==> config.mk <==
export PLATFORM = sky130hd
export DESIGN_NAME = joypad_scanner_flat
export DESIGN_NICKNAME = d
export VERILOG_FILES = /design/src/rtl/joypad_scanner_if.sv /design/src/rtl/joypad_scanner.sv /design/src/flat_wrapper.sv
export SDC_FILE = /design/constraint.sdc
export NUM_CORES = 1
export LEC_CHECK = 0
export CAP_MARGIN = 15
export CORE_UTILIZATION = 47
export CTS_CLUSTER_DIAMETER = 150
export DETAILED_ROUTE_END_ITERATION = 16
export GPL_ROUTABILITY_DRIVEN = 0
export PLACE_DENSITY = 0.72
export SLEW_MARGIN = 20
export SYNTH_ARGS = -nofsm -noshare
export SYNTH_HDL_FRONTEND = slang
export SYNTH_SLANG_ARGS = --single-unit
==> constraint.sdc <==
create_clock -name clk -period 2.4 [get_ports clk]
set_input_delay 0.24 -clock clk [delete_from_list [all_inputs] [get_ports clk]]
set_output_delay 0.24 -clock clk [all_outputs]
set_load 0.02 [all_outputs]
==> src/rtl/joypad_scanner_if.sv <==
// Signal bundle between the joypad scanner and the host/pad side.
// The scanner uses the slave modport; the host or pad model uses master.
interface joypad_scanner_if #(
    parameter int NUM_PADS = 2
);
    logic                     enable;
    logic                     poll_req;
    logic [NUM_PADS-1:0]      data;
    logic                     latch;
    logic                     sclk;
    logic [12*NUM_PADS-1:0]   buttons;
    logic [12*NUM_PADS-1:0]   pressed;
    logic [12*NUM_PADS-1:0]   released;
    logic [NUM_PADS-1:0]      present;
    logic                     frame_valid;

    modport master (
        output enable, poll_req, data,
        input  latch, sclk, buttons, pressed, released, present, frame_valid
    );

    modport slave (
        input  enable, poll_req, data,
        output latch, sclk, buttons, pressed, released, present, frame_valid
    );
endinterface

==> src/rtl/joypad_scanner.sv <==
// Serial joypad scanner: periodically latches up to four pads, shifts 17 bits
// from each in parallel and publishes debounced-free button state plus edge events.
module joypad_scanner #(
    parameter int NUM_PADS  = 2,
    parameter int POLL_DIV  = 1372,
    parameter int HALF_BIT  = 1,
    parameter int LATCH_LEN = 2
) (
    input  logic            clk,
    input  logic            res,
    joypad_scanner_if.slave bus
);
    localparam int NB     = 12 * NUM_PADS;
    localparam int CNT_W  = $clog2(POLL_DIV);
    localparam int PH_MAX = (LATCH_LEN > HALF_BIT) ? LATCH_LEN : HALF_BIT;
    localparam int PH_W   = $clog2(PH_MAX + 1);

    typedef enum logic [2:0] {
        ST_IDLE   = 3'd0,
        ST_LATCH  = 3'd1,
        ST_LOW    = 3'd2,
        ST_HIGH   = 3'd3,
        ST_COMMIT = 3'd4
    } state_t;

    state_t                   r_state;
    state_t                   w_state_nxt;
    logic [CNT_W-1:0]         r_poll_cnt;
    logic [PH_W-1:0]          r_phase;
    logic [4:0]               r_bit_idx;
    logic                     r_pending;
    logic [NUM_PADS-1:0][12:0] r_keep;
    logic                     r_latch;
    logic                     r_sclk;
    logic                     r_frame_valid;
    logic [NB-1:0]            r_buttons;
    logic [NB-1:0]            r_pressed;
    logic [NB-1:0]            r_released;
    logic [NUM_PADS-1:0]      r_present;

    logic                     w_poll_hit;
    logic                     w_start;
    logic                     w_latch_done;
    logic                     w_half_done;
    logic                     w_latch_nxt;
    logic                     w_sclk_nxt;
    logic                     w_commit_nxt;
    logic [NB-1:0]            w_new_buttons;
    logic [NUM_PADS-1:0]      w_new_present;

    // keep[11:0] holds serial bits 0..11 already inverted, keep[12] the raw bit 16.
    function automatic logic [11:0] map_pad(input logic [12:0] keep);
        logic [11:0] mapped;
        mapped = {keep[3], keep[2], keep[11], keep[10], keep[1], keep[9],
                  keep[0], keep[8], keep[7], keep[6], keep[5], keep[4]};
        return keep[12] ? 12'd0 : mapped;
    endfunction

    assign w_poll_hit   = (r_poll_cnt == CNT_W'(POLL_DIV - 1));
    assign w_start      = bus.enable && (w_poll_hit || bus.poll_req || r_pending);
    assign w_latch_done = (r_phase == PH_W'(LATCH_LEN - 1));
    assign w_half_done  = (r_phase == PH_W'(HALF_BIT - 1));

    // State register.
    always_ff @(posedge clk or negedge res) begin
        if (!res) begin
            r_state <= ST_IDLE;
        end else begin
            r_state <= w_state_nxt;
        end
    end

    // Next-state decode.
    always_comb begin
        w_state_nxt = r_state;
        case (r_state)
            ST_IDLE: begin
                if (w_start) w_state_nxt = ST_LATCH;
                else         w_state_nxt = ST_IDLE;
            end
            ST_LATCH: begin
                if (w_latch_done) w_state_nxt = ST_LOW;
                else              w_state_nxt = ST_LATCH;
            end
            ST_LOW: begin
                if (w_half_done) w_state_nxt = ST_HIGH;
                else             w_state_nxt = ST_LOW;
            end
            ST_HIGH: begin
                if (w_half_done && (r_bit_idx == 5'd16)) w_state_nxt = ST_COMMIT;
                else if (w_half_done)                    w_state_nxt = ST_LOW;
                else                                     w_state_nxt = ST_HIGH;
            end
            ST_COMMIT: w_state_nxt = ST_IDLE;
            default:   w_state_nxt = ST_IDLE;
        endcase
    end

    // Output decode: pins are registered from the upcoming state so they align with it.
    always_comb begin
        w_latch_nxt   = (w_state_nxt == ST_LATCH);
        w_sclk_nxt    = (w_state_nxt != ST_LOW);
        w_commit_nxt  = (w_state_nxt == ST_COMMIT);
        w_new_buttons = '0;
        w_new_present = '0;
        for (int p = 0; p < NUM_PADS; p++) begin
            w_new_buttons[12*p +: 12] = map_pad(r_keep[p]);
            w_new_present[p]          = ~r_keep[p][12];
        end
    end

    // Poll divider and the single-entry request latch.
    always_ff @(posedge clk or negedge res) begin
        if (!res) begin
            r_poll_cnt <= '0;
            r_pending  <= 1'b0;
        end else if (r_state == ST_IDLE) begin
            if (!bus.enable || w_start) begin
                r_poll_cnt <= '0;
                r_pending  <= 1'b0;
            end else begin
                r_poll_cnt <= r_poll_cnt + CNT_W'(1'b1);
                r_pending  <= r_pending;
            end
        end else begin
            r_poll_cnt <= '0;
            r_pending  <= r_pending | bus.poll_req;
        end
    end

    // Half-period timer and serial bit index.
    always_ff @(posedge clk or negedge res) begin
        if (!res) begin
            r_phase   <= '0;
            r_bit_idx <= 5'd0;
        end else begin
            if (w_state_nxt != r_state) r_phase <= '0;
            else                        r_phase <= r_phase + PH_W'(1'b1);
            if (r_state == ST_LATCH)                    r_bit_idx <= 5'd0;
            else if ((r_state == ST_HIGH) && w_half_done) r_bit_idx <= r_bit_idx + 5'd1;
            else                                        r_bit_idx <= r_bit_idx;
        end
    end

    // Sample every pad at the end of each LOW half-period; serial bits 12-15 are dropped.
    always_ff @(posedge clk or negedge res) begin
        if (!res) begin
            r_keep <= '0;
        end else if ((r_state == ST_LOW) && w_half_done) begin
            for (int p = 0; p < NUM_PADS; p++) begin
                if (r_bit_idx < 5'd12)        r_keep[p][r_bit_idx[3:0]] <= ~bus.data[p];
                else if (r_bit_idx == 5'd16)  r_keep[p][12] <= bus.data[p];
                else                          r_keep[p] <= r_keep[p];
            end
        end else begin
            r_keep <= r_keep;
        end
    end

    // Registered pins and the per-frame publish with edge events.
    always_ff @(posedge clk or negedge res) begin
        if (!res) begin
            r_latch       <= 1'b0;
            r_sclk        <= 1'b1;
            r_frame_valid <= 1'b0;
            r_buttons     <= '0;
            r_pressed     <= '0;
            r_released    <= '0;
            r_present     <= '0;
        end else begin
            r_latch       <= w_latch_nxt;
            r_sclk        <= w_sclk_nxt;
            r_frame_valid <= w_commit_nxt;
            if (w_commit_nxt) begin
                r_buttons  <= w_new_buttons;
                r_present  <= w_new_present;
                r_pressed  <= w_new_buttons & ~r_buttons;
                r_released <= r_buttons & ~w_new_buttons;
            end else begin
                r_buttons  <= r_buttons;
                r_present  <= r_present;
                r_pressed  <= '0;
                r_released <= '0;
            end
        end
    end

    assign bus.latch       = r_latch;
    assign bus.sclk        = r_sclk;
    assign bus.frame_valid = r_frame_valid;
    assign bus.buttons     = r_buttons;
    assign bus.pressed     = r_pressed;
    assign bus.released    = r_released;
    assign bus.present     = r_present;
endmodule

==> src/flat_wrapper.sv <==
// flat-port wrapper written by rule: the top's interface ports become plain ports
module joypad_scanner_flat 
#(
    parameter int NUM_PADS  = 2,
    parameter int POLL_DIV  = 1372,
    parameter int HALF_BIT  = 1,
    parameter int LATCH_LEN = 2
)
  (clk, res, bus_enable, bus_poll_req, bus_data, bus_latch, bus_sclk, bus_buttons, bus_pressed, bus_released, bus_present, bus_frame_valid);
  joypad_scanner_if #(.NUM_PADS(NUM_PADS)) bus_i ();
  input  logic clk;
  input  logic res;
  input wire logic [$bits(bus_i.enable)-1:0] bus_enable;
  input wire logic [$bits(bus_i.poll_req)-1:0] bus_poll_req;
  input wire logic [$bits(bus_i.data)-1:0] bus_data;
  output wire logic [$bits(bus_i.latch)-1:0] bus_latch;
  output wire logic [$bits(bus_i.sclk)-1:0] bus_sclk;
  output wire logic [$bits(bus_i.buttons)-1:0] bus_buttons;
  output wire logic [$bits(bus_i.pressed)-1:0] bus_pressed;
  output wire logic [$bits(bus_i.released)-1:0] bus_released;
  output wire logic [$bits(bus_i.present)-1:0] bus_present;
  output wire logic [$bits(bus_i.frame_valid)-1:0] bus_frame_valid;
  assign bus_i.enable = bus_enable;
  assign bus_i.poll_req = bus_poll_req;
  assign bus_i.data = bus_data;
  assign bus_latch = bus_i.latch;
  assign bus_sclk = bus_i.sclk;
  assign bus_buttons = bus_i.buttons;
  assign bus_pressed = bus_i.pressed;
  assign bus_released = bus_i.released;
  assign bus_present = bus_i.present;
  assign bus_frame_valid = bus_i.frame_valid;
  joypad_scanner #(.NUM_PADS(NUM_PADS), .POLL_DIV(POLL_DIV), .HALF_BIT(HALF_BIT), .LATCH_LEN(LATCH_LEN)) u_core (.clk(clk), .res(res), .bus(bus_i));
endmodule
==> results of run 1 <==
cell usage after synthesis, drive strengths merged (7+ instances only):
| cell | n |
|---|---|
| buf | 7 |
| a21oi | 18 |
| mux2i | 12 |
| dfrtp | 124 |
| nand2 | 88 |
| o21ai | 29 |
| a31oi | 12 |
| ha | 7 |
| inv | 31 |
| clkbuf | 16 |
| xor2 | 8 |
| nor2 | 70 |
worst max-delay path: cells and delay by family, from the launching register on:
| kind | cells | cell delay [ps] |
|---|---|---|
| simple gates | 3 | 970 |
| flops | 1 | 380 |
| fa+ha+maj | 1 | 350 |
| mux | 1 | 150 |
| buf+inv | 1 | 90 |
per-layer routing:
metal / vias up / wire length [um] / GRT usage / part of all wire
met5: - / 0 / 0 / 0
met4: 0 / 140 / 0.0776 / 0.013
met3: 9 / 428 / 0.0533 / 0.040
met2: 111 / 5370 / 0.348 / 0.50
met1: 1744 / 4700 / 0.278 / 0.44
li1: 1695 / - / - / -
kinds of logic after synthesis:
family	after synthesis	share of synthesized area
buffers and inverters	54	0.0443
adder cells (fa/ha/maj)	7	0.0178
multiplexers	12	0.0244
XOR/XNOR	13	0.0231
flip-flops	125	0.636
AO/OA/AOI/OAI	64	0.0710
AND/OR/NAND/NOR	192	0.183
how the worst max path moves through the flow:
stage                                startpoint                            end  slack, ps  cells past startpoint
floorplan           u_core.r_phase[0]$_DFF_PN0_  u_core.r_keep[17]$_DFFE_PN0P_        630                      6
global placement    u_core.r_phase[0]$_DFF_PN0_  u_core.r_keep[17]$_DFFE_PN0P_        490                      6
detailed placement  u_core.r_phase[0]$_DFF_PN0_  u_core.r_keep[17]$_DFFE_PN0P_        370                      6
CTS                 u_core.r_phase[0]$_DFF_PN0_  u_core.r_keep[17]$_DFFE_PN0P_        310                      6
global route        u_core.r_phase[1]$_DFF_PN0_   u_core.r_keep[4]$_DFFE_PN0P_        210                      6
finish              u_core.r_phase[0]$_DFF_PN0_  u_core.r_keep[17]$_DFFE_PN0P_        310                      6
registers in the layout (all words and copies together) (netlist names):
| signal | cells |
|---|---|
| u_core.r_keep | 26 |
| u_core.bus.buttons | 24 |
| u_core.bus.pressed | 24 |
| u_core.bus.released | 24 |
| u_core.r_poll_cnt | 11 |
| u_core.r_bit_idx | 5 |
| u_core.r_state | 3 |
| u_core.bus.present | 2 |
| u_core.r_phase | 2 |
| u_core.bus.frame_valid | 1 |
| u_core.bus.latch | 1 |
| u_core.bus.sclk | 1 |
| u_core.r_pending | 1 |
final cells by class:
class | instances | share of cell area
tap | 133 | 0.0254
sequential | 125 | 0.477
timing repair buffer | 91 | 0.137
inverter | 31 | 0.0178
multi-input combinational | 288 | 0.240
clock buffer | 23 | 0.0743
clock inverter | 9 | 0.0275
what timing repair did:
| item | in CTS | in global routing |
|---|---|---|
| hold endpoints to repair | 28 | 0 |
| hold buffers | 1 | 0 |
| setup endpoints to repair | 0 | 0 |
power groups by stage:
stage          combinational [mW]  clock [mW]  sequential [mW]
2_1_floorplan               0.645           0             2.64
3_5_place_dp                 1.12           0             2.63
4_1_cts                      1.14        2.85             2.60
3_3_place_gp                 1.09           0             2.62
5_1_grt                      1.26        2.95             2.65
6_report                     1.13        2.80             2.61
placed cells by master (no fill, tap or decap), types with 2 or more instances in the layout:
master and count:
dfrtp_1 124, nand2_1 85, clkdlybuf4s50_1 81, nor2_1 70, inv_1 29, o21ai_0 25
a21oi_1 18, clkbuf_16 16, mux2i_1 12, a31oi_1 12, xor2_1 8, buf_4 8
ha_1 7, clkbuf_8 6, nand3_1 5, nand4_1 5, xnor2_1 5, bufinv_16 5
o21ai_1 4, nor4bb_1 3, nand2_2 3, nand2b_1 3, nor3_1 3, a21o_1 3
nand3b_1 2, inv_2 2, and4_1 2, nor3_2 2, clkinv_4 2
==> impl_metrics.yaml, run 1 <==
drt:
  postRouteAntennaNets: 0
  wl_mm: 10.6
  post-route-drc-count: 0
  vias_per_cell: 5.08
  detail_route.wl_per_cell_um: 15.2
  vias: 3559
  drt_iter0_markers: 201
  drt_pass1_iterations: 5
die:
  die_y_um: 104
  initial_core_util: 0.494
  coreArea_um2: 9950
  core.rowCount: 36
  die_area_um2: 10900
  io_pins: 83
  die_width_um: 104
final_layout:
  final_core_util: 0.658
  multi_input_area_um2: 1570
  final_area_um2: 6550
  n_antenna_cell: 0
  fin_nets: 567
  final_layout_size_suffix_gt1_frac: 0.0917
  ff_latch_area_um2: 3130
  fillCellCount: 783
  fin_cells: 700
  area_growth_pct: 33.2
timing:
  tightest_slew_ps: 609
  drv_slew: 0
  timing.slew.headroom: 0.592
  max_freq_ghz: 0.478
  setup_tns_ps: 0
  period_minus_slack_ps: 2090
  finalCritPeriodShare: 0.872
  setup_violations: 0
  hold_viol: 0
  grt_setup_unrepaired: "no"
  fin_ws_ps: 308
  fin_skew_ps: 5.16
  whs_ps: 205
status:
  outcome: "finished clean"
setup_path:
  slowest_delay_ps: 610
  critPathKind: "flip-flop to flip-flop"
  r2r_end: "u_core.r_keep[17]$_DFFE_PN0P_"
  worstPathMaxFanout: 10
  cp_slowest_cell: "nor4b_4"
  cp.arrival_ps: 2440
  cp-start-kind: "flip-flop"
  critPathRequiredTime_ps: 2750
  critPathCaptureType: "flip-flop"
  path_cells: "inv_1 > ha_1 > nand4bb_4 > nor4b_4 > nand2_2 > mux2i_1"
  rrSetupSlack_ps: 310
  rr_worst_depth: 6
  reg2reg_from: "u_core.r_phase[0]$_DFF_PN0_"
global_route:
  gr-total-overflow: 0
  grt_pass1_vias: 3539
  antenna_found_initial: 0
  grt_usage: 0.214
  grt_first_pass_wirelength_mm: 17.9
  grt_max_degree: 61
clock_tree:
  postCtsSetupBuffers: 0
  cts_buffer_depth: 2
  clock_tree.root_cell: "clkbuf_8"
  cts.htree.levels: 4
  cts_sinks: 125
  cts_buffers: 17
  cts_tree: "yes"
  clkTransAtPathRegs_ps: 60
  cts_resized: 0
  worstSkewPairLatency_ps: 500
synth:
  synth_top_area_cell: "dfrtp_1"
  syn_area_per_cell_um2: 10.5
  synthArstFlopShare: 1.00
  synth_nets: 480
  ys_seq_elements: 125
  ys_warn_count: 0
  synth_top_flop_cell: "dfrtp_1"
  synth_cell_type_count: 38
  synthCells: 467
  yosys-top-cells-area: "dfrtp_1 63%, nand2_1 6.6%, nor2_1 5.3%, o21ai_0 2.5%, mux2i_1 2.4%"
  synth_top_area_frac: 0.631
  seq_area_frac_synth: 0.636
  synth_area_um2: 4920
  synth-edff-count: 0
placed_design:
  port_buffers: 82
  place_inst: 667
  dpl_cell_area_um2: 5880
  pre_cts_ws_ps: 366
  post-dp-hpwl_mm: 7.04
power_and_ir_drop:
  power_density_nw_per_um2: 999
  irDropWorstVdd_uv: 656
  total_power_mw: 6.55
  p_int_mw: 4.75
  pwr-share-comb: 0.173
  swShare: 0.274
  p_leak_nw: 3.15
  seq_power_share: 0.398
  pwr-share-clk: 0.428
  p_sw_mw: 1.79
min_path:
  hp-class: "input pin to async pin"
run:
  maxCapViolCount: 0
Power figures use the tool's default switching activity.
==> run 2, diff against run 1 <==
--- a/config.mk
+++ b/config.mk
@@ -6,6 +6,7 @@
 export NUM_CORES = 1
 export LEC_CHECK = 0
 export CAP_MARGIN = 15
+export CORE_MARGIN = 8
 export CORE_UTILIZATION = 47
 export CTS_CLUSTER_DIAMETER = 150
 export DETAILED_ROUTE_END_ITERATION = 16
@@ -15,3 +16,4 @@
 export SYNTH_ARGS = -nofsm -noshare
 export SYNTH_HDL_FRONTEND = slang
 export SYNTH_SLANG_ARGS = --single-unit
+export TNS_END_PERCENT = 50
==> run 2 against run 1 <==
Net effect: largest cell class unchanged; global-route usage shrank 4.6 points; register-to-register slack better by 70 ps; setup slack improved by 73 ps; final area shrank 0.38%; critical path type unchanged; combinational power hardly changed; final cell count up 0.43%; die area rose by 29%; sequential share of layout area up 0.18 points; power fell by 1.4%; first-iteration DRC count shrank 19%; routed wire length is 2.7% higher.
==> impl_metrics.yaml, run 2 (synthesis gave the netlist of run 1 again) <==
status:
  outcome: "finished clean"
global_route:
  grt_pass1_vias: 3688
  gr-total-overflow: 0
  grt_first_pass_wirelength_mm: 18.9
  grt_usage: 0.168
  grt_max_degree: 51
  antenna_found_initial: 0
timing:
  period_minus_slack_ps: 2020
  max_freq_ghz: 0.495
  drv_slew: 0
  tightest_slew_ps: 644
  whs_ps: 284
  fin_skew_ps: 4.85
  finalCritPeriodShare: 0.841
  grt_setup_unrepaired: "no"
  hold_viol: 0
  timing.slew.headroom: 0.571
  setup_violations: 0
  setup_tns_ps: 0
final_layout:
  final_cell_mix: "124 x dfrtp_1, 85 x nand2_1, 81 x clkdlybuf4s50_1"
  multi_input_area_um2: 1570
  largest_register_ffs: 26
  area_growth_pct: 32.7
  fin_nets: 567
  fillCellCount: 815
  final_common_cell: "dfrtp_1"
  regMostFlops: "u_core.r_keep"
  final_layout_size_suffix_gt1_frac: 0.0899
  ff_latch_area_um2: 3130
  fin_cells: 703
  n_antenna_cell: 0
die:
  core.rowCount: 37
  coreArea_um2: 10200
  die_width_um: 118
  die_area_um2: 14000
  die_y_um: 118
  io_pins: 83
  initial_core_util: 0.481
setup_path:
  critPathRequiredTime_ps: 2780
  r2r_end: "u_core.r_keep[17]$_DFFE_PN0P_"
  cp-start-kind: "flip-flop"
  rr_worst_depth: 6
  reg2reg_from: "u_core.r_phase[0]$_DFF_PN0_"
  critPathCaptureType: "flip-flop"
  worstPathMaxFanout: 10
  rrSetupSlack_ps: 380
  critPathKind: "flip-flop to flip-flop"
  cp.arrival_ps: 2390
drt:
  wl_mm: 10.9
  drt_iter0_markers: 162
  vias: 3550
  vias_per_cell: 5.05
  detail_route.wl_per_cell_um: 15.5
  post-route-drc-count: 0
  postRouteAntennaNets: 0
  drt_pass1_iterations: 4
clock_tree:
  cts_tree: "yes"
  cts_buffer_depth: 2
  worstSkewPairLatency_ps: 520
  cts_sinks: 125
  clock_tree.root_cell: "clkbuf_8"
  clkTransAtPathRegs_ps: 60
  cts.htree.levels: 4
  cts_buffers: 17
run:
  maxCapViolCount: 0
placed_design:
  post-dp-hpwl_mm: 7.49
  place_inst: 670
  port_buffers: 82
min_path:
  hp-class: "input pin to async pin"
power_and_ir_drop:
  p_leak_nw: 3.13
  irDropWorstVdd_uv: 510
  power_density_nw_per_um2: 989
==> run 2: worst max-delay path: stages (launching register included) <==
cell,delay (ps)
dfrtp_1,380
inv_1,80
ha_1,340
nand4bb_4,210
nor4b_4,580
nand2_2,150
mux2i_1,140
==> run 2: metrics by stage <==
| step | utilization | power (mW) | area [um2] | setup WS (ps) |
|---|---|---|---|---|
| after floorplan | - | 3.28 | 4920 | 634 |
| after global placement | 0.575 | 3.71 | 5880 | 507 |
| after detailed placement | 0.575 | 3.76 | 5880 | 416 |
| after CTS | 0.638 | 6.50 | 6530 | 390 |
| after global routing | 0.638 | 6.76 | 6530 | 172 |
| final | 0.638 | 6.46 | 6530 | 382 |
==> run 2: power by group <==
group,leakage [nW],switching [mW],internal [mW]
combinational,1.18,0.654,0.474
sequential,1.64,0.261,2.34
clock,0.308,0.883,1.84
total,3.13,1.80,4.66
==> run 2: final cells by class <==
type	instances	area share
clock buffers	21	0.0688
clock inverters	11	0.0289
inverters	31	0.0178
multi-input cells	288	0.241
flip-flops and latches	125	0.479
well taps	136	0.0261
repair buffers	91	0.138
==> run 2: worst max path at each step <==
stage / slack (ps) / depth (start not counted) / start / to
3_5_place_dp: 420 / 6 / u_core.r_phase[0]$_DFF_PN0_ / u_core.r_keep[17]$_DFFE_PN0P_
2_1_floorplan: 630 / 6 / u_core.r_phase[0]$_DFF_PN0_ / u_core.r_keep[17]$_DFFE_PN0P_
4_1_cts: 390 / 6 / u_core.r_phase[0]$_DFF_PN0_ / u_core.r_keep[17]$_DFFE_PN0P_
5_1_grt: 170 / 7 / u_core.r_phase[0]$_DFF_PN0_ / u_core.r_keep[14]$_DFFE_PN0P_
6_report: 380 / 6 / u_core.r_phase[0]$_DFF_PN0_ / u_core.r_keep[17]$_DFFE_PN0P_
3_3_place_gp: 510 / 6 / u_core.r_phase[0]$_DFF_PN0_ / u_core.r_keep[4]$_DFFE_PN0P_
==> run 2: timing repair <==
action / in CTS / in global routing
resized for setup: 0 / 0
hold endpoints to repair: 46 / 0
hold buffers: 1 / 0
setup buffers: 0 / 0
==> run 2: layer usage <==
metal	up-vias	GRT usage	wire length, um
met5	-	0	0
met1	1755	0.188	4420
met3	18	0.0604	602
li1	1693	-	-
met2	84	0.287	5680
met4	0	0.0681	218
